File: src/rtl/segre_pkg.sv
// Shared memory-op and store-buffer types for the segre core.
package segre_pkg;

    typedef enum logic [1:0] {
        BYTE = 2'b00,
        HALF = 2'b01,
        WORD = 2'b10
    } memop_data_type_e;

    typedef enum logic {
        IDLE  = 1'b0,
        FLUSH = 1'b1
    } sb_state_e;

    function automatic logic [7:0] type_mask(input memop_data_type_e t);
        unique case (t)
            BYTE:    type_mask = 8'h01;
            HALF:    type_mask = 8'h03;
            default: type_mask = 8'h0f;
        endcase
    endfunction

    // Address bits below the access size are ignored.
    function automatic logic [2:0] align_off(input memop_data_type_e t,
                                             input logic [2:0] off);
        unique case (t)
            BYTE:    align_off = off;
            HALF:    align_off = {off[2:1], 1'b0};
            default: align_off = {off[2], 2'b00};
        endcase
    endfunction

endpackage

File: src/rtl/segre_sb_fwd_unit.sv
// Per-lane store-to-load forwarding; youngest matching entry wins.
module segre_sb_fwd_unit
    import segre_pkg::*;
#(
    parameter int NUM_ENTRIES = 8,
    parameter int ADDR_WIDTH  = 32,
    parameter int DATA_WIDTH  = 32
) (
    input  logic                                      ld_valid_i,
    input  logic [ADDR_WIDTH-1:0]                     ld_addr_i,
    input  memop_data_type_e                          ld_type_i,
    input  logic [NUM_ENTRIES-1:0]                    ent_valid_i,
    input  logic [NUM_ENTRIES-1:0][ADDR_WIDTH-1:0]    ent_addr_i,
    input  logic [NUM_ENTRIES-1:0][DATA_WIDTH-1:0]    ent_data_i,
    input  logic [NUM_ENTRIES-1:0][DATA_WIDTH/8-1:0]  ent_be_i,
    input  logic [$clog2(NUM_ENTRIES)-1:0]            rd_ptr_i,
    output logic                                      ld_hit_o,
    output logic                                      ld_conflict_o,
    output logic [DATA_WIDTH-1:0]                     ld_data_o
);
    localparam int NB   = DATA_WIDTH / 8;
    localparam int OFFW = $clog2(NB);
    localparam int PW   = $clog2(NUM_ENTRIES);

    logic [2:0]            off;
    logic [NB-1:0]         req_be;
    logic [NB-1:0]         fwd_be;
    logic [DATA_WIDTH-1:0] fwd_data;
    logic [PW-1:0]         idx;

    // Scan oldest to youngest so later matches overwrite earlier ones.
    always_comb begin
        off      = align_off(ld_type_i, 3'(ld_addr_i[OFFW-1:0]));
        req_be   = NB'(type_mask(ld_type_i) << off);
        fwd_be   = '0;
        fwd_data = '0;
        idx      = '0;
        for (int i = 0; i < NUM_ENTRIES; i++) begin
            idx = rd_ptr_i + PW'(i);
            if (ent_valid_i[idx] &&
                ent_addr_i[idx][ADDR_WIDTH-1:OFFW] == ld_addr_i[ADDR_WIDTH-1:OFFW]) begin
                for (int l = 0; l < NB; l++) begin
                    if (ent_be_i[idx][l] && req_be[l]) begin
                        fwd_be[l]         = 1'b1;
                        fwd_data[l*8 +: 8] = ent_data_i[idx][l*8 +: 8];
                    end
                end
            end
        end
    end

    always_comb begin
        ld_hit_o      = ld_valid_i && (fwd_be == req_be);
        ld_conflict_o = ld_valid_i && (fwd_be != '0) && (fwd_be != req_be);
        ld_data_o     = ld_valid_i ? (fwd_data >> {off, 3'b000}) : '0;
    end

endmodule

File: src/rtl/segre_param_store_buffer.sv
// Circular store buffer with load forwarding and IDLE/FLUSH drain control.
// Define SEGRE_SB_COALESCE_EN to merge same-word stores into the youngest entry.
module segre_param_store_buffer
    import segre_pkg::*;
#(
    parameter int NUM_ENTRIES = 8,
    parameter int ADDR_WIDTH  = 32,
    parameter int DATA_WIDTH  = 32
) (
    input  logic                          clk_i,
    input  logic                          rst_i,
    input  logic                          st_valid_i,
    output logic                          st_ready_o,
    input  logic [ADDR_WIDTH-1:0]         st_addr_i,
    input  logic [DATA_WIDTH-1:0]         st_data_i,
    input  memop_data_type_e              st_type_i,
    input  logic                          ld_valid_i,
    input  logic [ADDR_WIDTH-1:0]         ld_addr_i,
    input  memop_data_type_e              ld_type_i,
    output logic                          ld_hit_o,
    output logic [DATA_WIDTH-1:0]         ld_data_o,
    output logic                          ld_conflict_o,
    input  logic                          flush_req_i,
    output logic                          mem_valid_o,
    input  logic                          mem_ready_i,
    output logic [ADDR_WIDTH-1:0]         mem_addr_o,
    output logic [DATA_WIDTH-1:0]         mem_data_o,
    output logic [DATA_WIDTH/8-1:0]       mem_be_o,
    output logic [$clog2(NUM_ENTRIES):0]  count_o,
    output logic                          empty_o,
    output logic                          full_o
);
    localparam int NB   = DATA_WIDTH / 8;
    localparam int OFFW = $clog2(NB);
    localparam int PW   = $clog2(NUM_ENTRIES);
    localparam int CW   = PW + 1;

    typedef struct packed {
        logic [ADDR_WIDTH-1:0] addr;
        logic [DATA_WIDTH-1:0] data;
        logic [NB-1:0]         be;
        logic                  valid;
    } sb_entry_t;

    sb_entry_t             entries [NUM_ENTRIES];
    sb_state_e             state_q, state_d;
    logic [PW-1:0]         rd_ptr_q, wr_ptr_q;
    logic [CW-1:0]         count_q, count_d;
    logic                  deq, alloc, merge;
    logic [2:0]            st_off;
    logic [NB-1:0]         st_be;
    logic [DATA_WIDTH-1:0] st_shift, st_wdata;
    logic [ADDR_WIDTH-1:0] st_waddr;

    logic [NUM_ENTRIES-1:0]                 ent_valid;
    logic [NUM_ENTRIES-1:0][ADDR_WIDTH-1:0] ent_addr;
    logic [NUM_ENTRIES-1:0][DATA_WIDTH-1:0] ent_data;
    logic [NUM_ENTRIES-1:0][NB-1:0]         ent_be;

    assign count_o     = count_q;
    assign empty_o     = (count_q == '0);
    assign full_o      = (count_q == CW'(NUM_ENTRIES));
    assign mem_valid_o = !empty_o;
    assign deq         = mem_valid_o && mem_ready_i;
    assign mem_addr_o  = mem_valid_o ? entries[rd_ptr_q].addr : '0;
    assign mem_data_o  = mem_valid_o ? entries[rd_ptr_q].data : '0;
    assign mem_be_o    = mem_valid_o ? entries[rd_ptr_q].be   : '0;

    always_comb begin
        st_off   = align_off(st_type_i, 3'(st_addr_i[OFFW-1:0]));
        st_be    = NB'(type_mask(st_type_i) << st_off);
        st_shift = st_data_i << {st_off, 3'b000};
        st_waddr = {st_addr_i[ADDR_WIDTH-1:OFFW], OFFW'(0)};
        st_wdata = '0;
        for (int l = 0; l < NB; l++)
            if (st_be[l]) st_wdata[l*8 +: 8] = st_shift[l*8 +: 8];
    end

`ifdef SEGRE_SB_COALESCE_EN
    logic [PW-1:0]         last_ptr;
    logic [DATA_WIDTH-1:0] merge_data;

    assign last_ptr = wr_ptr_q - PW'(1);
    // The head may be absorbing a merge only if it is not leaving this cycle.
    assign merge = !empty_o && entries[last_ptr].valid
                && (entries[last_ptr].addr == st_waddr)
                && !(deq && count_q == CW'(1));

    always_comb begin
        merge_data = entries[last_ptr].data;
        for (int l = 0; l < NB; l++)
            if (st_be[l]) merge_data[l*8 +: 8] = st_wdata[l*8 +: 8];
    end

    assign st_ready_o = (state_q == IDLE) && (!full_o || merge);
`else
    assign merge      = 1'b0;
    assign st_ready_o = (state_q == IDLE) && !full_o;
`endif

    assign alloc   = st_valid_i && st_ready_o && !merge;
    assign count_d = count_q + CW'(alloc) - CW'(deq);

    always_comb begin
        state_d = state_q;
        unique case (state_q)
            IDLE:    if ((flush_req_i && !empty_o) || ld_conflict_o) state_d = FLUSH;
            FLUSH:   if (count_d == '0) state_d = IDLE;
            default: state_d = IDLE;
        endcase
    end

    always_ff @(posedge clk_i or posedge rst_i) begin
        if (rst_i) begin
            for (int i = 0; i < NUM_ENTRIES; i++) entries[i] <= '0;
            rd_ptr_q <= '0;
            wr_ptr_q <= '0;
            count_q  <= '0;
            state_q  <= IDLE;
        end else begin
            state_q <= state_d;
            count_q <= count_d;
            if (deq) begin
                entries[rd_ptr_q].valid <= 1'b0;
                rd_ptr_q <= rd_ptr_q + PW'(1);
            end
            if (alloc) begin
                entries[wr_ptr_q] <= '{addr: st_waddr, data: st_wdata,
                                       be: st_be, valid: 1'b1};
                wr_ptr_q <= wr_ptr_q + PW'(1);
            end
`ifdef SEGRE_SB_COALESCE_EN
            if (st_valid_i && st_ready_o && merge) begin
                entries[last_ptr].data <= merge_data;
                entries[last_ptr].be   <= entries[last_ptr].be | st_be;
            end
`endif
        end
    end

    always_comb begin
        ent_valid = '0;
        ent_addr  = '0;
        ent_data  = '0;
        ent_be    = '0;
        for (int i = 0; i < NUM_ENTRIES; i++) begin
            ent_valid[i] = entries[i].valid;
            ent_addr[i]  = entries[i].addr;
            ent_data[i]  = entries[i].data;
            ent_be[i]    = entries[i].be;
        end
    end

    segre_sb_fwd_unit #(
        .NUM_ENTRIES (NUM_ENTRIES),
        .ADDR_WIDTH  (ADDR_WIDTH),
        .DATA_WIDTH  (DATA_WIDTH)
    ) u_fwd (
        .ld_valid_i    (ld_valid_i),
        .ld_addr_i     (ld_addr_i),
        .ld_type_i     (ld_type_i),
        .ent_valid_i   (ent_valid),
        .ent_addr_i    (ent_addr),
        .ent_data_i    (ent_data),
        .ent_be_i      (ent_be),
        .rd_ptr_i      (rd_ptr_q),
        .ld_hit_o      (ld_hit_o),
        .ld_conflict_o (ld_conflict_o),
        .ld_data_o     (ld_data_o)
    );

endmodule

File: config.mk
export PLATFORM = sky130hd
export DESIGN_NAME = segre_param_store_buffer
export DESIGN_NICKNAME = d
export VERILOG_FILES = /design/src/rtl/segre_pkg.sv /design/src/rtl/segre_sb_fwd_unit.sv /design/src/rtl/segre_param_store_buffer.sv
export SDC_FILE = /design/constraint.sdc
export NUM_CORES = 2
export LEC_CHECK = 0
export ABC_AREA = 1
export CORE_ASPECT_RATIO = 0.9
export CORE_MARGIN = 5
export CORE_UTILIZATION = 40
export CTS_CLUSTER_DIAMETER = 120
export DETAILED_ROUTE_END_ITERATION = 10
export HOLD_SLACK_MARGIN = 0.12
export PLACE_DENSITY = 0.62
export SLEW_MARGIN = 10
export SYNTH_ARGS = -nofsm -noshare
export SYNTH_HDL_FRONTEND = slang
export SYNTH_SLANG_ARGS = --single-unit
File: constraint.sdc
create_clock -name clk_i -period 20.9 [get_ports clk_i]
set_input_delay 6.27 -clock clk_i [delete_from_list [all_inputs] [get_ports clk_i]]
set_output_delay 6.27 -clock clk_i [all_outputs]
set_load 0.005 [all_outputs]
# After elaboration in Yosys (flattened, before gate mapping)
# Cells that the tools add are included.
dict set report word_totals {
  ff_bits 563
  wordCells 305
}
dict set report op_classes {
  n_lt_le_gt_ge 12
  n_eq_ne 13
  addsub 10
  reduce_logical 57
  n_shift 4
  mux 170
  n_bitwise 3
}
# operator n
set op_table {}
lappend op_table {{$bmux W32 S3} 16}
lappend op_table {{$bwmux W552} 2}
lappend op_table {{$mux W552} 2}
lappend op_table {{$mux W32} 27}
lappend op_table {{$demux W69 S3} 2}
lappend op_table {{$mux W8} 36}
lappend op_table {{$eq A30 B30 Y1} 8}
lappend op_table {{$bmux W69 S3} 1}
lappend op_table {{$mux W69} 3}
lappend op_table {{$bmux W4 S3} 8}
lappend op_table {{$mux W4} 17}
lappend op_table {{$logic_and A1 B1 Y1} 49}
lappend op_table {{$mux W1} 43}
lappend op_table {{$lt A3 B4 Y1 const B} 8}
lappend op_table {{$shl A32 B6 Y32} 1}
lappend op_table {{$shr A32 B5 Y32} 1}
lappend op_table {{$bmux W1 S3} 8}
lappend op_table {{$pmux W4 S2} 2}
lappend op_table {{$add A3 B3 Y3 const B} 4}
lappend op_table {{$ge A4 B4 Y1 const B} 2}
lappend op_table {{$logic_not A4 Y1} 2}
lappend op_table {{$lt A4 B1 Y1 const B} 2}
lappend op_table {{$not A3 Y4} 2}
lappend op_table {{$pmux W2 S2} 2}
lappend op_table {{other kinds (16)} 21}

# Depth between registers and ports, before layout
dict set report depth {
  word_depth 26
  depth_mapped 38
  ltp_nobuf 28
}

# By module
# Synthesis repeated with hierarchy kept, for this count alone.
dict set report unflattened {
  cells_unflattened 9589
  area_unflattened_um2 54029.3
}
# module seq_area_each_um2 cells_each instances area_per_inst_um2
set by_module_without_submodules {}
lappend by_module_without_submodules {segre_sb_fwd_unit 0.0 6324 1 28247.1}
lappend by_module_without_submodules {segre_param_store_buffer 13688.1 3265 1 25782.2}

# Worst setup path after synthesis
# No wires, ideal clock.
dict set report synth_timing {
  path_kind {input -> output}
  from {input port ld_addr_i[26]}
  to {output port ld_data_o[7]}
  n_path_buf 2
  slack_ns 6.346
  t_arrival_ns 8.284
  path_stages 18
  cell_sequence {clkbuf_1 -> inv_1 -> nand2_1 -> nand4_1 -> or2_1 -> nor2_1 -> nor2b_1 -> nand3_1 -> clkbuf_1 -> o21ai_0 -> inv_1 -> nand2_1 -> nand2_1 -> nand2_1 -> nand2_1 -> nand2_1 -> nand2_1 -> a21oi_1}
}
dict set report synth_via {
  elab_chain_len 19
  elab_cells_between_ends 54
  classes_between {8 x eq/ne; 1 x shift; 37 x mux; 8 x reduce/logical}
}
# item line
set synth_rtl {}
lappend synth_rtl {{start, declared} segre_param_store_buffer.sv:18} ;# input logic [ADDR_WIDTH-1:0] ld_addr_i,
lappend synth_rtl {{$eq A30 B30 Y1} segre_sb_fwd_unit.sv:41} ;# ent_addr_i[idx][ADDR_WIDTH-1:OFFW] == ld_addr_i[ADDR_WIDTH-1:OFFW]) begin
lappend synth_rtl {{$logic_and A1 B1 Y1} segre_sb_fwd_unit.sv:40} ;# if (ent_valid_i[idx] &&
lappend synth_rtl {{$mux W32} segre_sb_fwd_unit.sv:40}
lappend synth_rtl {{$mux W8} segre_sb_fwd_unit.sv:43} ;# if (ent_be_i[idx][l] && req_be[l]) begin
lappend synth_rtl {{$mux W32} segre_sb_fwd_unit.sv:40}
lappend synth_rtl {{$mux W8} segre_sb_fwd_unit.sv:43}
lappend synth_rtl {{$mux W32} segre_sb_fwd_unit.sv:40}
lappend synth_rtl {{$mux W8} segre_sb_fwd_unit.sv:43}
lappend synth_rtl {{(+3 left out)} n/a}
lappend synth_rtl {{$mux W8} segre_sb_fwd_unit.sv:43}
lappend synth_rtl {{$mux W32} segre_sb_fwd_unit.sv:40}
lappend synth_rtl {{$mux W8} segre_sb_fwd_unit.sv:43}
lappend synth_rtl {{$mux W32} segre_sb_fwd_unit.sv:40}
lappend synth_rtl {{$mux W8} segre_sb_fwd_unit.sv:43}
lappend synth_rtl {{$mux W32 *} segre_sb_fwd_unit.sv:40}
lappend synth_rtl {{$shr A32 B5 Y32 *} segre_sb_fwd_unit.sv:55} ;# ld_data_o = ld_valid_i ? (fwd_data >> {off, 3'b000}) : '0;
lappend synth_rtl {{$mux W32 *} segre_sb_fwd_unit.sv:55}
lappend synth_rtl {{end, declared} segre_param_store_buffer.sv:21} ;# output logic [DATA_WIDTH-1:0] ld_data_o,
# Every way passes the cells marked *; elsewhere a longest branch is shown, timed or not.

# Worst setup path after layout
dict set report layout_timing {
  from {input port ld_addr_i[29]}
  to {output port ld_data_o[7]}
}
# The elaborated chain is that of the path after synthesis.

==> flow_summary.json <==
{
  "dr.pass1.iters": 9,
  "cp-endpoint": "ld_data_o[7]",
  "ant_nets": 0,
  "ys_types": 56,
  "reg2reg_depth": 22,
  "syn_inst": 7805,
  "dieArea_sq_um": 123700,
  "arrival_ps": 11810,
  "wl_per_cell_um": 24.16,
  "finalCoreUtilization_pct": 44.75,
  "grt_use_met3_pct": 12.99,
  "use_met1_pct": 54.55,
  "htree_levels": 3,
  "r2r-start": "rd_ptr_q[0]$_DFFE_PP0P_",
  "ys_seq_elements": 547,
  "final.setup.tns_ps": 0,
  "area_growth_pct": 10.65,
  "grt_pass1_wl_um": 324500,
  "cp_max_fo": 13,
  "cp.required_ps": 14630,
  "drt_iter0_drc": 8330,
  "dr_total_vias": 54260,
  "critPathLaunch": "ld_addr_i[29]",
  "max-slew-margin-rel_pct": 14.84,
  "die_w_um": 370.1,
  "vdd_ir_drop_max_v": 0.0003288,
  "drv_slew": 0,
  "netlist_area_sq_um": 46690,
  "drcViolationCount": 0,
  "ios": 216,
  "core_sq_um": 115500,
  "ys_warn_count": 0,
  "grt_busiest_layer": "met1",
  "finalPower_uw": 10690,
  "grt_util_met2_pct": 44.22,
  "gp_congestion": 1.063,
  "clock_tree.buffer_depth": 3,
  "cp-start-kind": "input port",
  "reg2reg_slack_ps": 13270,
  "max_freq_mhz": 55.30,
  "setup-violations-final": 0,
  "overflow": 0,
  "fin_hold_ws_ps": 485.7,
  "cts_hold_buffers": 0,
  "rows": 118,
  "dpl_cell_area_sq_um": 49180,
  "worstSetupPathType": "in2out",
  "clock_sinks": 547,
  "grt_max_degree": 210,
  "power-per-cell-area_nw_per_um2": 206.8,
  "antenna_found_initial": 16,
  "grtUsageTotal_pct": 35.00,
  "final-hold-violation-count": 0,
  "status": "finished, final reports clean",
  "post_cts_buffers": 0,
  "hp-start": "ent_data[187]$_DFFE_PP0P_",
  "worst_clock_skew_ps": 14.10,
  "min_period_over_period_pct": 86.52,
  "cts-root-buf": "clkbuf_16",
  "synthFlopType": "dfrtp_1",
  "synth_edf_count": 0,
  "worstMarginPinSlew_ps": 1264,
  "synth_seq_area_share_pct": 29.32,
  "initial_core_util_pct": 40.44,
  "cts_buffers": 72,
  "hpwl_um": 165100,
  "drive_gt1_share_pct": 3.536,
  "vias_per_cell": 5.844,
  "hold_path_class": "reg2reg",
  "rsz0062_at_grt": "false",
  "cts_tree": "built",
  "fillerInstances": 12320,
  "avgSynthCellArea_sq_um": 5.982,
  "drt-total-wl_um": 224300,
  "min_period_ps": 18080,
  "reg2reg_to": "state_q$_DFF_PP0_",
  "grt_pass1_vias": 46630,
  "port_buffers": 213,
  "insertion_delay_ps": 670,
  "nets": 7789,
  "cts.clk_slew.worst_paths_ps": 50,
  "async_flop_share_pct": 100.0,
  "die_h_um": 334.1,
  "final_cell_area_sq_um": 51660,
  "end_kind": "output pin",
  "leakagePower_uw": 0.02516,
  "post_cts_resized": 0,
  "drv_cap": 0
}
[layout by cell type (no fill, tap or decap), types with 9 or more instances in the layout]
master           instances
clkbuf_8                10
nor3_1                  21
nand3_1               1203
clkinv_1                25
nand2_1               2793
o211ai_1                50
xor2_1                  29
mux2i_1                132
a31oi_1                 11
clkdlybuf4s50_1        213
o22ai_1                 62
a21oi_1                 74
inv_2                    9
nor2_4                   9
nor2_1                 273
ha_1                    11
buf_4                   78
inv_1                  629
clkbuf_1                12
nand4_1                 20
a211oi_1                14
dfrtp_1                544
clkbuf_16               72
o21ai_0               1218
clkinv_2                13
o21ai_1                 56
[synthesized netlist by cell type, drive strengths merged, types with 2 or more instances]
library cell | instances | area (sq um)
nand4 | 20 | 125.1
xor2 | 30 | 270.3
nor2 | 290 | 1160
o22ai | 62 | 387.9
a211oi | 15 | 117.6
inv | 649 | 2439
and2 | 8 | 50.05
o21ai | 1274 | 6376
clkinv | 26 | 97.59
nor4 | 5 | 31.28
dfrtp | 547 | 13690
a21o | 2 | 15.01
ha | 13 | 162.7
nand2 | 2807 | 10570
nor3 | 22 | 115.1
mux2i | 132 | 1321
o221ai | 2 | 17.52
or2 | 9 | 56.30
xnor2 | 2 | 17.52
a31oi | 11 | 68.82
o2111ai | 8 | 70.07
o211ai | 51 | 387.9
clkbuf | 238 | 893.4
buf | 270 | 1569
nand3 | 1210 | 6091
o21a | 7 | 52.55
o21bai | 2 | 15.01
a21oi | 74 | 370.4
a21boi | 7 | 52.55
a22o | 4 | 35.03
[worst min-delay path by stage]
stage | end | cells past startpoint
3_3_place_gp | ent_data[53]$_DFFE_PP0P_ | 2
4_1_cts | ent_data[246]$_DFFE_PP0P_ | 2
5_1_grt | ent_data[187]$_DFFE_PP0P_ | 2
3_5_place_dp | ent_data[246]$_DFFE_PP0P_ | 2
6_report | ent_data[187]$_DFFE_PP0P_ | 2
2_1_floorplan | ent_data[117]$_DFFE_PP0P_ | 2
[stage by stage]
step / worst slack (ps) / cells
5_1_grt: 2681 / 9281
3_5_place_dp: 3188 / 9155
2_1_floorplan: 6346 / 7806
6_report: 2816 / 9285
3_3_place_gp: 3195 / 9155
4_1_cts: 3172 / 9281
[report_power, final]
part           internal [uW]  total (uW)  switching (uW)
sequential              1470        1820             350
combinational           2060        7540            5480
clock                    776        1320             548
[area by class of cell]
class / instances / area [sq um] / share of cell area (%)
Multi-Input combinational cell: 6076 / 28110 / 54.41
Tap cell: 1560 / 1952 / 3.778
Sequential cell: 547 / 13700 / 26.52
Antenna cell: 4 / 10.01 / 0.01937
Inverter: 675 / 2580 / 4.994
Clock inverter: 32 / 491.7 / 0.9518
Clock buffer: 94 / 1984 / 3.841
Timing Repair Buffer: 297 / 2838 / 5.493
[registers in the layout (all words and copies together), names as in the netlist]
name,cells
count_o,4
ent_addr,240
ent_be,32
ent_data,256
ent_valid,8
rd_ptr_q,3
state_q,1
wr_ptr_q,3
[critical path, stage by stage]
cell	delay, ps
clkdlybuf4s50_1	680
clkinv_1	440
nand2_1	220
o21ai_0	130
nor3_1	640
nand3_1	220
nor2_2	600
nand2_1	500
inv_1	270
nand2_1	80
nand2_1	60
inv_1	50
nand2_1	60
nand2_1	50
nand2_1	50
nand2_1	50
a21oi_1	500
nand2_1	210
a21oi_1	180
clkdlybuf4s50_1	530
[kinds of logic after synthesis]
logic type | count (synthesis) | share of synthesized area [%]
AOI/OAI and AO/OA | 1522 | 17.12
xor gates and xnor gates | 32 | 0.6164
adders and majority gates | 14 | 0.3913
buffers and inverters | 1183 | 10.71
DFF | 547 | 29.32
muxes | 132 | 2.830
other | 1 | 0.008032
and+or+nand+nor | 4374 | 39.01
[routing by layer]
layer	part of all wire [%]	vias to the layer above
li1	-	25290
met2	36	3272
met4	2.9	12
met1	46	25370
met5	0.033	-
met3	15	320
(Power assumes the default switching activity.)
